<file path="config.mk">
export PLATFORM = sky130hd
export DESIGN_NAME = imem_arbiter_flat
export DESIGN_NICKNAME = d
export VERILOG_FILES = /design/src/rtl/imem_arbiter_if.sv /design/src/rtl/imem_arbiter.sv /design/src/flat_wrapper.sv
export SDC_FILE = /design/constraint.sdc
export NUM_CORES = 1
export LEC_CHECK = 0
export ABC_AREA = 1
export CAP_MARGIN = 10
export CORE_AREA = 2 2 120 122
export CTS_BUF_LIST = sky130_fd_sc_hd__clkbuf_8
export DETAILED_ROUTE_END_ITERATION = 12
export DIE_AREA = 0 0 122 124
export PLACE_DENSITY = 0.72
export SLEW_MARGIN = 30
export SYNTH_ARGS = -nofsm -noshare
export SYNTH_HDL_FRONTEND = slang
export SYNTH_SLANG_ARGS = --single-unit
export TNS_END_PERCENT = 20
</file>
<file path="constraint.sdc">
create_clock -name clk -period 6.45 [get_ports clk]
set_input_delay 0.9675 -clock clk [delete_from_list [all_inputs] [get_ports clk]]
set_output_delay 0.9675 -clock clk [all_outputs]
set_load 0.005 [all_outputs]
</file>
<file path="src/rtl/imem_arbiter_if.sv">
// imem_arbiter_if: fetch, loader and memory-macro signals around the instruction memory arbiter
interface imem_arbiter_if;
    logic        f_req;
    logic [31:0] f_addr;
    logic        f_gnt;
    logic        f_rvalid;
    logic [31:0] f_rdata;
    logic        l_req;
    logic [31:0] l_addr;
    logic [7:0]  l_wdata;
    logic        l_gnt;
    logic        mem_en;
    logic        mem_we;
    logic [31:0] mem_addr;
    logic [7:0]  mem_wdata;
    logic [31:0] mem_rdata;
    logic        busy;

    modport slave (
        input  f_req, f_addr, l_req, l_addr, l_wdata, mem_rdata,
        output f_gnt, f_rvalid, f_rdata, l_gnt, mem_en, mem_we, mem_addr, mem_wdata, busy
    );

    modport master (
        output f_req, f_addr, l_req, l_addr, l_wdata, mem_rdata,
        input  f_gnt, f_rvalid, f_rdata, l_gnt, mem_en, mem_we, mem_addr, mem_wdata, busy
    );
endinterface

</file>
<file path="src/rtl/imem_arbiter.sv">
// imem_arbiter: fetch-priority arbiter with loader anti-starvation for a single-port instruction memory
module imem_arbiter #(
    parameter int RD_LAT   = 2,
    parameter int MAX_WAIT = 4
) (
    input logic          clk,
    input logic          reset,
    imem_arbiter_if.slave bus
);
    typedef enum logic {IDLE, RD_WAIT} state_t;

    state_t      state, state_nx;
    logic [3:0]  lat_cnt;
    logic [7:0]  wait_cnt;
    logic [31:0] addr_q;
    logic [7:0]  wdata_q;
    logic [31:0] rdata_q;
    logic        rvalid_q;
    logic        l_pri, f_win, l_win, cap;

    // grants are gated by reset so every output drops to its reset value asynchronously
    always_comb begin
        l_pri    = bus.l_req && wait_cnt == 8'(MAX_WAIT);
        f_win    = !reset && state == IDLE && bus.f_req && !l_pri;
        l_win    = !reset && state == IDLE && bus.l_req && !f_win;
        cap      = state == RD_WAIT && lat_cnt == 4'd0;
        state_nx = f_win ? RD_WAIT : cap ? IDLE : state;
    end

    assign bus.f_gnt     = f_win;
    assign bus.l_gnt     = l_win;
    assign bus.mem_en    = f_win || l_win;
    assign bus.mem_we    = l_win;
    assign bus.mem_addr  = f_win ? bus.f_addr : l_win ? bus.l_addr : addr_q;
    assign bus.mem_wdata = l_win ? bus.l_wdata : wdata_q;
    assign bus.busy      = state == RD_WAIT;
    assign bus.f_rvalid  = rvalid_q;
    assign bus.f_rdata   = rdata_q;

    // state register
    always_ff @(posedge clk or posedge reset) begin
        if (reset) state <= IDLE;
        else       state <= state_nx;
    end

    // read latency, starvation counter, held memory address/data and read capture
    always_ff @(posedge clk or posedge reset) begin
        if (reset) begin
            lat_cnt  <= '0;
            wait_cnt <= '0;
            addr_q   <= '0;
            wdata_q  <= '0;
            rdata_q  <= '0;
            rvalid_q <= 1'b0;
        end else begin
            lat_cnt  <= f_win ? 4'(RD_LAT - 1) : (state == RD_WAIT && lat_cnt != 4'd0) ? lat_cnt - 4'd1 : lat_cnt;
            wait_cnt <= (bus.l_req && !l_win) ? (wait_cnt == 8'(MAX_WAIT) ? wait_cnt : wait_cnt + 8'd1) : 8'd0;
            addr_q   <= bus.mem_addr;
            wdata_q  <= bus.mem_wdata;
            rdata_q  <= cap ? bus.mem_rdata : rdata_q;
            rvalid_q <= cap;
        end
    end
endmodule

</file>
<file path="src/flat_wrapper.sv">
// flat-port wrapper written by rule: the top's interface ports become plain ports
module imem_arbiter_flat 
#(
    parameter int RD_LAT   = 2,
    parameter int MAX_WAIT = 4
)
  (clk, reset, bus_f_req, bus_f_addr, bus_l_req, bus_l_addr, bus_l_wdata, bus_mem_rdata, bus_f_gnt, bus_f_rvalid, bus_f_rdata, bus_l_gnt, bus_mem_en, bus_mem_we, bus_mem_addr, bus_mem_wdata, bus_busy);
  imem_arbiter_if bus_i ();
  input logic clk;
  input logic reset;
  input wire logic [$bits(bus_i.f_req)-1:0] bus_f_req;
  input wire logic [$bits(bus_i.f_addr)-1:0] bus_f_addr;
  input wire logic [$bits(bus_i.l_req)-1:0] bus_l_req;
  input wire logic [$bits(bus_i.l_addr)-1:0] bus_l_addr;
  input wire logic [$bits(bus_i.l_wdata)-1:0] bus_l_wdata;
  input wire logic [$bits(bus_i.mem_rdata)-1:0] bus_mem_rdata;
  output wire logic [$bits(bus_i.f_gnt)-1:0] bus_f_gnt;
  output wire logic [$bits(bus_i.f_rvalid)-1:0] bus_f_rvalid;
  output wire logic [$bits(bus_i.f_rdata)-1:0] bus_f_rdata;
  output wire logic [$bits(bus_i.l_gnt)-1:0] bus_l_gnt;
  output wire logic [$bits(bus_i.mem_en)-1:0] bus_mem_en;
  output wire logic [$bits(bus_i.mem_we)-1:0] bus_mem_we;
  output wire logic [$bits(bus_i.mem_addr)-1:0] bus_mem_addr;
  output wire logic [$bits(bus_i.mem_wdata)-1:0] bus_mem_wdata;
  output wire logic [$bits(bus_i.busy)-1:0] bus_busy;
  assign bus_i.f_req = bus_f_req;
  assign bus_i.f_addr = bus_f_addr;
  assign bus_i.l_req = bus_l_req;
  assign bus_i.l_addr = bus_l_addr;
  assign bus_i.l_wdata = bus_l_wdata;
  assign bus_i.mem_rdata = bus_mem_rdata;
  assign bus_f_gnt = bus_i.f_gnt;
  assign bus_f_rvalid = bus_i.f_rvalid;
  assign bus_f_rdata = bus_i.f_rdata;
  assign bus_l_gnt = bus_i.l_gnt;
  assign bus_mem_en = bus_i.mem_en;
  assign bus_mem_we = bus_i.mem_we;
  assign bus_mem_addr = bus_i.mem_addr;
  assign bus_mem_wdata = bus_i.mem_wdata;
  assign bus_busy = bus_i.busy;
  imem_arbiter #(.RD_LAT(RD_LAT), .MAX_WAIT(MAX_WAIT)) u_core (.clk(clk), .reset(reset), .bus(bus_i));
endmodule
</file>
======== Word-level counts from Yosys, hierarchy flattened ========
Index checks and enable logic that the tools add are counted.
storage, ports and cells
  flip-flop bits (word level) ............. 86
  input port bits ......................... 108
  output and inout bits ................... 78
  logic and storage cells ................. 39
cells by class
  reductions and logical operators ........ 18
  bitwise logic cells ..................... 1
  equal/unequal tests ..................... 2
  multiplexer cells ....................... 9
  $add $sub $neg .......................... 2
operators by type and width
  kind                                                                   count
  32-bit two-way mux                                                     2
  8-bit two-way mux                                                      3
  1-bit logical AND                                                      9
  8-bit by 1-bit adder with 8-bit output, second input constant          1
  8-bit by 3-bit equality test with 1-bit output, second input constant  1
  4-bit two-way mux                                                      2
  1-bit zero test                                                        4
  4-bit zero test                                                        1
  2-bit nonzero test                                                     2
  4-bit nonzero test                                                     1
  4-bit by 1-bit subtractor with 4-bit output, second input constant     1
  1-bit two-way mux                                                      2
  2-bit inequality test, second input constant                           1
  1-bit logical OR                                                       1
  1-bit inverter                                                         1

======== Depth between registers and ports, before layout ========
  depth in word-level cells ............... 9
  depth in mapped cells ................... 10
  mapped depth without buffers ............ 9

======== Worst setup path after synthesis ========
Ideal clock, no wire load.
  path type ............................... input port to output port
  start ................................... in reset
  end ..................................... out bus_mem_wdata[0]
  path buffers ............................ 2
  required time ........................... 5.483 ns
  path slack .............................. 1.602 ns
  stages on the path ...................... 8
  arrival time ............................ 3.881 ns
  path through ............................ inv_1 nand2_2 nor2_2 nand2_4 buf_6 buf_12 nand3_2 nand2_1
on the way
  word-level cells in the longest chain between the ends .. 7
RTL lines
  item                            RTL line                                source
  start: declaration              flat_wrapper.sv:10                      input logic reset;
  1-bit zero test (*)             imem_arbiter.sv:24, imem_arbiter.sv:25
  1-bit logical AND (*)           imem_arbiter.sv:24, imem_arbiter.sv:25
  1-bit logical AND (2 in a row)  imem_arbiter.sv:24                      f_win = !reset && state == IDLE && bus.f_req && !l_pri;
  1-bit zero test                 imem_arbiter.sv:25                      l_win = !reset && state == IDLE && bus.l_req && !f_win;
  1-bit logical AND (*)           imem_arbiter.sv:25
  8-bit two-way mux (*)           imem_arbiter.sv:35                      assign bus.mem_wdata = l_win ? bus.l_wdata : wdata_q;
  end: declaration                flat_wrapper.sv:24                      output wire logic [$bits(bus_i.mem_wdata)-1:0] bus_mem_wdata;
Mark *: on every way between the ends. The rest lies on a longest branch, timed or not.

======== Final worst setup path ========
  start ................................... in reset
  end ..................................... out bus_mem_addr[31]
on the way
  word-level cells in the longest chain between the ends .. 8
RTL lines
  item                            RTL line                                source
  1-bit zero test (*)             imem_arbiter.sv:24, imem_arbiter.sv:25
  1-bit logical AND (*)           imem_arbiter.sv:24, imem_arbiter.sv:25
  1-bit logical AND (2 in a row)  imem_arbiter.sv:24
  1-bit zero test                 imem_arbiter.sv:25
  1-bit logical AND               imem_arbiter.sv:25
  32-bit two-way mux              imem_arbiter.sv:34                      assign bus.mem_addr = f_win ? bus.f_addr : l_win ? bus.l_addr : addr_q;
  32-bit two-way mux (*)          imem_arbiter.sv:34
  end: declaration                flat_wrapper.sv:23                      output wire logic [$bits(bus_i.mem_addr)-1:0] bus_mem_addr;
Marks and branches as above.

==> results.sh <==
export IMPL_start_util_pct=29.9
export IMPL_antenna_left=0
export IMPL_grt_overflow_total=0
export IMPL_yosysUniqueCellTypes=26
export IMPL_vias_per_cell=4.19
export IMPL_crit_start="reset"
export IMPL_worst_skew_pair_late_latency_ns=0.36
export IMPL_arrival_ns=3.93
export IMPL_clkSlewWorstSetupHoldPaths_ns=0.08
export IMPL_required_ns=5.48
export IMPL_yosys_warnings=0
export IMPL_cts_tree="yes"
export IMPL_status="complete, no violations"
export IMPL_grt_pass1_wl_mm=18.1
export IMPL_vias=3712
export IMPL_ioPinCount=186
export IMPL_dpl_hpwl_mm=8.48
export IMPL_grt_pass1_vias=3581
export IMPL_power_density_mw_per_mm2=394
export IMPL_peakVddDrop_uv=143
export IMPL_drc=0
export IMPL_syn_num_nets=637
export IMPL_cap_violations=0
export IMPL_drt_iter0_markers=166
export IMPL_synth_edf_count=0
export IMPL_n_antenna_cell=0
export IMPL_drive_gt1_share_pct=6.23
export IMPL_synthFlopType="dfrtp_1"
export IMPL_tightest_slew_ns=0.817
export IMPL_setup_viol=0
export IMPL_numCtsBuffers=9
export IMPL_reg2reg_from="u_core.wait_cnt[0]$_DFFE_PP0P_"
export IMPL_fin_skew_ns=0.0154
export IMPL_fillCellCount=1372
export IMPL_cts_sinks=86
export IMPL_fmax_ghz=0.204
export IMPL_cp_start_kind="input pin"
export IMPL_final_setup_tns_ns=0
export IMPL_hold_viol=0
export IMPL_crit_type="in -> out"
export IMPL_p_leak_nw=3.13
export IMPL_syn2layout_area_growth_pct=52.3
export IMPL_grt_usage_pct=15.5
export IMPL_fin_crit_sh_pct=76.0
export IMPL_crit_fanout=60
export IMPL_cts_resized_gates=0
export IMPL_min_from="u_core.bus.f_rdata[3]$_DFFE_PP0P_"
export IMPL_die_w_um=122
export IMPL_grt_max_degree=64
export IMPL_cts_root_buf="clkbuf_8"
export IMPL_ctsHtreeMaxLevel=3
export IMPL_endpoint_kind="output port"
export IMPL_routed_wl_mm=11.7
export IMPL_cts_buffer_depth=2
export IMPL_syn_inst=525
export IMPL_portBuffers=185
export IMPL_core_area_mm2=0.0137
export IMPL_holdBufCountCts=0
export IMPL_die_area_mm2=0.0151
export IMPL_avgRoutedWirePerCell_um=13.2
export IMPL_fin_total_pwr_mw=2.46
export IMPL_fin_area_mm2=0.00625
export IMPL_post_route_min_period_ns=4.90
export IMPL_final_nets=813
export IMPL_die_h_um=124
export IMPL_finalWeightedCongestion=0.823
export IMPL_maxSlewHeadroom_pct=45.5
export IMPL_synthArstFlopShare_pct=100
export IMPL_first_pass_iters=4
export IMPL_netlist_area_mm2=0.00410
export IMPL_min_path_type="reg -> reg"
export IMPL_synth_seq_cells=86
export IMPL_placed_area_mm2=0.00605
export IMPL_seq_area_frac_synth_pct=52.4
export IMPL_fp_row_count=43
export IMPL_antenna_found_initial=0
export IMPL_postCtsSetupRepairBufs=0
export IMPL_rsz0062_at_grt="no"
export IMPL_synth_area_per_cell_um2=7.82
export IMPL_drv_slew=0
cell usage after synthesis (4+ instances only):
library cell	number	share of area, %
nand2_1	269	25
nor2_1	12	1.1
buf_2	12	1.5
nand3_1	23	2.8
nand3_2	11	2.7
xor2_1	4	0.85
inv_1	55	5.0
ha_1	4	1.2
dfrtp_1	86	52
buf_4	5	0.91
o21ai_0	16	2.0
power breakdown:
| part | total, mW | switching (mW) | internal [mW] |
|---|---|---|---|
| Sequential | 0.888 | 0.102 | 0.785 |
| Clock | 0.368 | 0.204 | 0.165 |
| Combinational | 1.20 | 0.554 | 0.651 |
| Total | 2.46 | 0.860 | 1.60 |
worst paths after layout:
check	to	cells past startpoint	slack [ns]
max in group asynchronous	u_core.wait_cnt[4]$_DFFE_PP0P_	3	4.36
worst min-delay path	u_core.bus.f_rdata[3]$_DFFE_PP0P_	2	0.47
worst min register to register	u_core.bus.f_rdata[3]$_DFFE_PP0P_	2	0.47
worst max-delay path	bus_mem_addr[31]	9	1.55
min in group asynchronous	u_core.bus.f_rdata[9]$_DFFE_PP0P_	2	0.93
worst max register to register	u_core.wait_cnt[0]$_DFFE_PP0P_	9	3.93
critical path, cell delays in order:
cell,delay (ns)
clkdlybuf4s50_1,0.42
clkinv_2,0.32
nand2_2,0.19
nor2_2,0.42
nand2_4,0.46
inv_2,0.40
nand2_1,0.09
nand2_1,0.11
clkdlybuf4s50_1,0.51
registers in the layout (all words and copies together) (netlist names):
signal,cells
u_core.addr_q,32
u_core.bus.busy,1
u_core.bus.f_rdata,32
u_core.bus.f_rvalid,1
u_core.lat_cnt,4
u_core.wait_cnt,8
u_core.wdata_q,8
cells by family (layout without fill, tap and decap cells):
family | Yosys count | count (layout) | share of synthesized area (%)
AND/OR/NAND/NOR | 329 | 329 | 33.7
AO/OA/AOI/OAI | 21 | 21 | 2.84
adder cells (fa/ha/maj) | 4 | 4 | 1.22
XOR/XNOR | 4 | 4 | 0.854
buffers and inverters | 81 | 262 | 8.99
flip-flops | 86 | 86 | 52.4
placed cells by master (no fill, tap or decap), types with 3 or more instances in the layout:
master           count
o2111ai_1            3
ha_1                 4
nand3_2             12
nand2_2              3
o21ai_0             16
clkbuf_8            11
nand2_1            269
clkdlybuf4s50_1    185
nor2_1              12
xor2_1               4
buf_4                3
nand3_1             22
inv_2                4
inv_1               53
dfrtp_1             86
nand4_1              3
per-layer routing:
metal	vias up	track usage [%]	wire length [µm]	part of all wire (%)
met4	0	7.18	367	3.1
met3	24	3.94	712	6.1
met2	108	25.9	5710	49
met5	-	0	0	0
li1	1936	-	-	-
met1	1644	18.7	4920	42
metrics by stage:
| stage | utilization [%] | setup slack [ns] | instances | hold WS (ns) |
|---|---|---|---|---|
| after floorplan | - | 1.60 | 525 | 0.459 |
| after global placement | 44.1 | 1.52 | 870 | 0.453 |
| after detailed placement | 44.1 | 1.46 | 870 | 0.457 |
| after CTS | 45.5 | 1.46 | 886 | 0.478 |
| after global routing | 45.6 | 1.15 | 886 | 0.494 |
| final | 45.6 | 1.55 | 886 | 0.474 |
final cells by class:
class / count / area (µm²) / area share (%)
sequential: 86 / 2150 / 34.4
timing repair buffer: 188 / 1870 / 30.0
multi-input combinational: 358 / 1590 / 25.4
tap: 180 / 225 / 3.60
inverter: 58 / 219 / 3.50
clock buffer: 11 / 151 / 2.42
clock inverter: 5 / 41.3 / 0.661
Power figures use the tool's default switching activity.
